<file path="src/rtl/brushless_commutator.sv">
// Six-step BLDC commutator: filtered Hall decode, dead-time blanking, reverse drive, braking, registered duty.
// Latency: Hall pin -> accepted code = 2 sync clks + FILT_CNT PWM_synch samples; sel* registered 1 clk after state/code.
// Backpressure: none; free-running control path, outputs are level-held registers.
// Ports: clk/rst_n; drv_mag, hallGrn/Ylw/Blu, brake_n, reverse, PWM_synch in;
//        duty, selGrn/Ylw/Blu (0 HIGH_Z, 1 rev_curr, 2 for_curr, 3 regen), hall_fault, commutate out.
// Optional: define HALL_PERIOD_EN to add the PER_W parameter, the hall_period port and its counter.
module brushless_commutator #(
  parameter int DRV_W     = 12,
  parameter int DUTY_W    = 11,
  parameter int FILT_CNT  = 3,
  parameter int BLANK_CYC = 16
`ifdef HALL_PERIOD_EN
  ,
  parameter int PER_W     = 16
`endif
) (
  input  logic              clk,
  input  logic              rst_n,
  input  logic [DRV_W-1:0]  drv_mag,
  input  logic              hallGrn,
  input  logic              hallYlw,
  input  logic              hallBlu,
  input  logic              brake_n,
  input  logic              reverse,
  input  logic              PWM_synch,
  output logic [DUTY_W-1:0] duty,
  output logic [1:0]        selGrn,
  output logic [1:0]        selYlw,
  output logic [1:0]        selBlu,
  output logic              hall_fault,
  output logic              commutate
`ifdef HALL_PERIOD_EN
  ,
  output logic [PER_W-1:0]  hall_period
`endif
);

  localparam int FC_W = $clog2(FILT_CNT + 1);
  localparam logic [FC_W-1:0] FiltMax = FC_W'(FILT_CNT);
  localparam logic [FC_W-1:0] FiltOne = FC_W'(1);
  localparam int BC_W = (BLANK_CYC > 1) ? $clog2(BLANK_CYC) : 1;
  localparam logic [BC_W-1:0] BlankLoad = BC_W'((BLANK_CYC > 0) ? BLANK_CYC - 1 : 0);
  localparam bit HasBlank = (BLANK_CYC > 0);
  localparam logic [DUTY_W-1:0] DutyHalf  = {1'b1, {(DUTY_W-1){1'b0}}};
  localparam logic [DUTY_W-1:0] DutyBrake = {2'b11, {(DUTY_W-2){1'b0}}};

  typedef enum logic [1:0] {StRun = 2'd0, StBlank = 2'd1, StBrake = 2'd2} state_t;

  function automatic logic codeValid(input logic [2:0] c);
    return (c != 3'b000) && (c != 3'b111);
  endfunction

  // Forward six-step table, packed {G,Y,B}; reverse swaps for_curr/rev_curr per coil.
  function automatic logic [5:0] driveTable(input logic [2:0] c, input logic rev);
    logic [5:0] f;
    case (c)
      3'b101:  f = 6'b10_01_00;
      3'b100:  f = 6'b10_00_01;
      3'b110:  f = 6'b00_10_01;
      3'b010:  f = 6'b01_10_00;
      3'b011:  f = 6'b01_00_10;
      3'b001:  f = 6'b00_01_10;
      default: f = 6'b00_00_00;
    endcase
    if (rev) f = {f[4], f[5], f[2], f[3], f[0], f[1]};
    return f;
  endfunction

  logic [2:0]      hallMeta, hallSync, prevSample, acceptedCode;
  logic [FC_W-1:0] filtCnt, filtCntNext;
  logic [BC_W-1:0] blankCnt;
  logic            acceptNow, commuteEvt, revPrev, revToggle, loadBlank;
  logic [5:0]      selNext;
  state_t          state, stateNext;

  // Two-flop synchroniser, bit order {G,Y,B}
  always_ff @(posedge clk or negedge rst_n) begin
    if (!rst_n) begin
      hallMeta <= '0;
      hallSync <= '0;
    end else begin
      hallMeta <= {hallGrn, hallYlw, hallBlu};
      hallSync <= hallMeta;
    end
  end

  always_comb begin
    if (hallSync != prevSample)   filtCntNext = FiltOne;
    else if (filtCnt == FiltMax)  filtCntNext = filtCnt;
    else                          filtCntNext = filtCnt + FiltOne;
  end

  // Re-accepting the current code is harmless: commuteEvt needs an actual change.
  assign acceptNow  = PWM_synch && (filtCntNext == FiltMax);
  assign commuteEvt = acceptNow && codeValid(hallSync) && codeValid(acceptedCode) &&
                      (hallSync != acceptedCode);
  assign revToggle  = reverse ^ revPrev;

  always_ff @(posedge clk or negedge rst_n) begin
    if (!rst_n) begin
      prevSample   <= '0;
      filtCnt      <= '0;
      acceptedCode <= '0;
      hall_fault   <= 1'b0;
      commutate    <= 1'b0;
      revPrev      <= 1'b0;
    end else begin
      if (PWM_synch) begin
        prevSample <= hallSync;
        filtCnt    <= filtCntNext;
      end
      if (acceptNow) begin
        acceptedCode <= hallSync;
        hall_fault   <= !codeValid(hallSync);
      end
      commutate <= commuteEvt;
      revPrev   <= reverse;
    end
  end

  // FSM: state register
  always_ff @(posedge clk or negedge rst_n) begin
    if (!rst_n) state <= StRun;
    else        state <= stateNext;
  end

  // FSM: next state; brake wins over everything else
  always_comb begin
    stateNext = state;
    case (state)
      StRun:   if (HasBlank && (commuteEvt || revToggle)) stateNext = StBlank;
      StBlank: if (!(commuteEvt || revToggle) && (blankCnt == '0)) stateNext = StRun;
      StBrake: stateNext = HasBlank ? StBlank : StRun;
      default: stateNext = StRun;
    endcase
    if (!brake_n) stateNext = StBrake;
  end

  // FSM: outputs. revPrev (not reverse) keeps the old polarity until the blank takes over.
  always_comb begin
    selNext = 6'b00_00_00;
    case (state)
      StRun:   selNext = driveTable(acceptedCode, revPrev);
      StBrake: selNext = 6'b11_11_11;
      default: selNext = 6'b00_00_00;
    endcase
  end

  // Blank counter reloads on entry and on every further commutation/reverse toggle.
  assign loadBlank = (stateNext == StBlank) &&
                     ((state != StBlank) || commuteEvt || revToggle);

  always_ff @(posedge clk or negedge rst_n) begin
    if (!rst_n) begin
      blankCnt <= '0;
    end else if (loadBlank) begin
      blankCnt <= BlankLoad;
    end else if ((state == StBlank) && (blankCnt != '0)) begin
      blankCnt <= blankCnt - 1'b1;
    end
  end

  always_ff @(posedge clk or negedge rst_n) begin
    if (!rst_n) begin
      {selGrn, selYlw, selBlu} <= '0;
      duty                     <= '0;
    end else begin
      {selGrn, selYlw, selBlu} <= selNext;
      if (PWM_synch) begin
        if (state == StBrake) duty <= DutyBrake;
        else if (hall_fault)  duty <= DutyHalf;
        else                  duty <= DutyHalf + {1'b0, drv_mag[DRV_W-1 -: DUTY_W-1]};
      end
    end
  end

  // Low drv_mag bits below duty resolution are intentionally dropped.
  if (DRV_W > DUTY_W - 1) begin : gDrvLsbs
    logic unusedDrvLsbs;
    assign unusedDrvLsbs = ^drv_mag[DRV_W-DUTY_W:0];
  end

`ifdef HALL_PERIOD_EN
  logic [PER_W-1:0] perCnt;

  // hall_period latches the interval at each commutation; a saturated counter means stall.
  always_ff @(posedge clk or negedge rst_n) begin
    if (!rst_n) begin
      perCnt      <= '0;
      hall_period <= '0;
    end else if (commuteEvt) begin
      hall_period <= perCnt;
      perCnt      <= PER_W'(1);
    end else if (perCnt != '1) begin
      perCnt <= perCnt + PER_W'(1);
    end else begin
      hall_period <= '1;
    end
  end
`endif

endmodule

</file>
<file path="config.mk">
export PLATFORM = sky130hd
export DESIGN_NAME = brushless_commutator
export DESIGN_NICKNAME = d
export VERILOG_FILES = /design/src/rtl/brushless_commutator.sv
export SDC_FILE = /design/constraint.sdc
export NUM_CORES = 1
export LEC_CHECK = 0
export BUFFER_PORTS_ARGS = -buffer_cell sky130_fd_sc_hd__buf_2
export CAP_MARGIN = 20
export CELL_PAD_IN_SITES_DETAIL_PLACEMENT = 1
export CELL_PAD_IN_SITES_GLOBAL_PLACEMENT = 1
export CORE_AREA = 4 4 72 74
export DETAILED_ROUTE_END_ITERATION = 7
export DIE_AREA = 0 0 76 78
export PLACE_DENSITY = 0.81
export SLEW_MARGIN = 20
export SYNTH_ARGS = -nofsm -noshare
export SYNTH_HDL_FRONTEND = slang
export SYNTH_SLANG_ARGS = --single-unit
</file>
<file path="constraint.sdc">
create_clock -name clk -period 3.95 [get_ports clk]
set_clock_uncertainty 0.2 [all_clocks]
set_input_delay 0.395 -clock clk [delete_from_list [all_inputs] [get_ports clk]]
set_output_delay 0.395 -clock clk [all_outputs]
set_load 0.005 [all_outputs]
</file>
After elaboration in Yosys (flattened, before gate mapping)
Index checks and enable logic that the tools add are counted.
- add/subtract/negate cells: 3
- equality and inequality tests: 16
- muxes and demuxes: 13
- bitwise gates (word level): 1
- reductions and logical operators: 20
- operator list (cell ; count):
    6-bit case mux with 6 select lines ; 1
    11-bit 2-to-1 mux ; 2
    6-bit case mux with 2 select lines ; 1
    11-bit by 10-bit adder with 11-bit output (first input constant) ; 1
    2-bit 2-to-1 mux ; 5
    3-bit == test (second input constant) ; 3
    1-bit logical AND ; 9
    4-bit 2-to-1 mux ; 2
    2-bit == test (second input constant) ; 3
    3-bit by 2-bit == test with 1-bit output (second input constant) ; 2
    6-bit 2-to-1 mux ; 1
    3-bit != test ; 2
    3-bit != test (second input constant) ; 2
    2-bit case mux with 3 select lines ; 1
    3-bit nonzero test ; 2
    2-bit by 1-bit == test with 1-bit output (second input constant) ; 2
    4-bit zero test ; 1
    4-bit nonzero test ; 1
    4-bit by 1-bit subtractor with 4-bit output (second input constant) ; 1
    3-bit by 1-bit == test with 1-bit output (second input constant) ; 1
    1-bit logical OR ; 3
    2-bit by 1-bit adder with 2-bit output (second input constant) ; 1
    1-bit zero test ; 2
    2-bit zero test ; 1
    3 further kinds ; 3
- bits in registers: 40
- output and inout port bits: 19

Longest topological paths before layout
- word-level depth: 17
- depth in mapped cells: 6
- depth with buffers taken out: 6

Worst setup path after synthesis
No wires, ideal clock.
- path kind: reg-to-reg
- from: register hallSync[0]
- to: register acceptedCode[1]
- setup time: 0.125 ns
- data arrival time: 1.424 ns
- setup slack: 2.201 ns
- cell stages (with the launch flop): 5
- path buffers: 1
- clock period less this slack: 1.749 ns
- cell sequence: dfrtp_1 > buf_6 > xor2_2 > nor4_4 > mux2_2
- longest elaborated chain between the ends: 4
- RTL lines (what ; line ; text):
    start: declaration ; 69 ; logic [2:0] hallMeta, hallSync, prevSample, acceptedCode;
    start signal: assignment ; 83 ; hallSync <= hallMeta;
    3-bit != test ; 88 ; if (hallSync != prevSample) filtCntNext = FiltOne;
    2-bit 2-to-1 mux ; 88 ;
    2-bit == test ; 94 ; assign acceptNow = PWM_synch && (filtCntNext == FiltMax);
    1-bit logical AND ; 94 ;
    end signal: assignment ; 113 ; acceptedCode <= hallSync;
    end: declaration ; 69 ;
Every way passes these cells.
A chain may end at the register's enable or synchronous reset.

Final worst setup path
- from: register blankCnt[0]
- to: register blankCnt[2]
- longest elaborated chain between the ends: 8
- RTL lines (what ; line ; text):
    start: declaration ; 71 ; logic [BC_W-1:0] blankCnt;
    start signal: assignment ; 157 ; blankCnt <= BlankLoad;
    start signal: assignment ; 159 ; blankCnt <= blankCnt - 1'b1;
    4-bit zero test ; 132 ; StBlank: if (!(commuteEvt || revToggle) && (blankCnt == '0)) stateNext = StRun;
    1-bit logical AND ; 132 ;
    2-bit 2-to-1 mux ; 132 ;
    2-bit case mux with 3 select lines ; 130 ; case (state)
    2-bit 2-to-1 mux ; 136 ; if (!brake_n) stateNext = StBrake;
    2-bit by 1-bit == test with 1-bit output ; 150 ; assign loadBlank = (stateNext == StBlank) &&
    1-bit logical AND ; 150 ;
    4-bit 2-to-1 mux / 2-bit nonzero test (equally long branches) ; -- ;
Several ways; a longest one is shown, not always the timed one. The select of a mux whose other input is x is not followed.

==> out/results.ini <==
[critical_path]
cp.required_ps = 3920
critPathLaunchType = flop
reg2reg_depth = 6
worstSetupPathType = reg -> reg
cp.arrival_ps = 2130
crit_fanout = 8
endpoint_kind = flop
crit_start = blankCnt[0]
r2r-start = blankCnt[0]

[sta]
final.setup.tns_ps = 0
timing.hold.ws_ps = 23.6
hold_viol_final = 0
setup_viol = 0
tightest_slew_ps = 887
relSlewSlack = 0.409
finalCritPeriodShare = 0.547
fmax_mhz = 463
rsz0062_at_grt = no
slew_viol_final = 0
period_needed_ps = 2160

[synth]
yosysTopAreaCellShare = 0.559
syn_area_um2 = 1790
yosysSeqAreaShare = 0.559
yosys_warnings = 0
synth-seq-cells = 40
synth_cells = 175
yosys.area.top_type = dfrtp_1
synth.distinct_cells = 38
synthTopCellsByArea = dfrtp_1 (56%), a21oi_1 (5.6%), o21ai_0 (4.2%), inv_1 (3.6%), mux2_2 (3.1%)
synth_nets = 197
synth_area_per_cell_um2 = 10.2

[detailed_routing]
drc = 0
routedWlPerCell_um = 14.0
vias = 1362
drt_wl_total_mm = 3.75
dr.pass1.iters = 4
vias_per_cell = 5.10
first_iter_violations = 48
ant_nets = 0

[layout]
area_growth_pct = 17.9
drive_gt1_frac = 0.263
design_area_um2 = 2110
final_cells = 267
layout.nets = 234
final_cell_mix = dfrtp_1 (40), buf_2 (36), a21oi_1 (20)
final_util = 0.460
final_common_cell = dfrtp_1
diodes = 0

[flow_run]
cap_violations = 0

[power_and_ir_drop]
irDropWorstVdd_mv = 0.170
comb_power_share = 0.225
pwr-share-clk = 0.258
seq_power_share = 0.517
switching_share = 0.314
p_leak_nw = 0.975
power.switching_w = 0.000335
p_int_w = 0.000731
pwr_density_cell_nw_per_um2 = 504

[clock_tree]
path_clk_slew_ps = 70
cts_root_buffer = clkbuf_8
cts_setup_buffers = 0
cts_tree = yes
ctsHtreeMaxLevel = 2
cts_buffer_depth = 2
cts_sinks = 40
clk_latency_ps = 290
cts_buffers = 5

[global_route]
grt_pass1_vias = 1373
antenna_found_initial = 0
grt_pass1_wl_mm = 6.69
grt_max_degree = 41
grt.total_usage = 0.140
overflow = 0

[floorplan]
fp-row-count = 25
core_region_area_um2 = 4600
die_h_um = 78
die-area_um2 = 5930
initial_core_util = 0.390
io_pins = 39
die_x_um = 76

[outcome]
status = completed

[placement]
placed_area_um2 = 1990
dp_hpwl_mm = 2.70
place.gp.congestion = 0.711
dp.cells = 256
io_buffers = 36

[min_path]
hp-class = in -> async

==> metrics by stage <==
stage	worst slack (ps)	total power, W
5_1_grt	1610	0.00114
6_report	1790	0.00107
2_1_floorplan	2200	0.000707
3_5_place_dp	1840	0.000801
4_1_cts	1830	0.00109
3_3_place_gp	1880	0.000788
==> sequential cells by signal, indices dropped and copies added, names as in the netlist, 2 cells and up <==
name          count
duty             11
selYlw            2
blankCnt          4
selBlu            2
prevSample        3
hallMeta          3
hallSync          3
acceptedCode      3
selGrn            2
filtCnt           2
state             2
==> cell type report <==
type,instances,area (µm²)
Fill cell,553,2480
Multi-Input combinational cell,108,677
Timing Repair Buffer,39,210
Inverter,18,67.6
Clock buffer,8,90.1
Tap cell,54,67.6
Sequential cell,40,1000
==> routing by layer <==
metal | global-route usage | up-vias | share of wire
met5 | 0 | - | 0
met4 | 0.0587 | 0 | 0.020
met3 | 0.0510 | 7 | 0.059
met2 | 0.224 | 35 | 0.47
met1 | 0.170 | 659 | 0.45
li1 | - | 661 | -
==> what timing repair did <==
action,CTS,global route
resized for setup,0,0
endpoints found under the hold margin,3,0
hold buffers,3,0
==> cells by family (layout without fill, tap and decap cells) <==
family                     Yosys count  count (layout)  share of synthesized area
AOI/OAI and AO/OA                   48              48                      0.163
and+or+nand+nor                     49              49                      0.146
xor gates and xnor gates             4               4                     0.0237
adders and majority gates            2               2                     0.0140
muxes                                5               5                     0.0314
DFF                                 40              40                      0.559
buffers and inverters               27              65                     0.0635
==> cell usage after synthesis, drive strengths merged <==
library cell  count
nor4              2
o21ai            19
or2               1
a21oi            20
nor2             10
dfrtp            40
a2bb2oi           1
nor3b             2
o211ai            1
ha                2
xnor2             1
nor4b             1
xor2              3
o31a              1
clkinv            1
nand2b            3
or3               3
buf               5
a31oi             1
nor2b             2
a41oi             1
o21a              1
o211a             1
nand2            14
nand3             1
mux2              5
and3              1
a21bo             1
inv              17
nor3              9
clkbuf            4
a211oi            1
==> power groups by stage <==
stage	registers, W	clock network [W]	logic, W
final	0.000551	0.000275	0.000240
after global routing	0.000563	0.000303	0.000278
after CTS	0.000551	0.000290	0.000246
after detailed placement	0.000559	0	0.000243
after global placement	0.000556	0	0.000232
after floorplan	0.000526	0	0.000181
==> critical path: stages, from the launching register on <==
cell,delay [ps]
dfrtp_1,380
inv_1,120
ha_1,150
nor3b_1,690
nor4b_1,120
nor3_1,270
o21ai_1,100
==> worst paths after layout <==
path / slack [ps] / end
min in group clk: 30 / revPrev
min: 20 / duty[1]
max in group asynchronous: 2970 / selYlw[1]
max: 1790 / blankCnt[2]
max reg2reg: 1790 / blankCnt[2]
min reg2reg: 160 / hallSync[1]
Power figures use the tool's default switching activity.
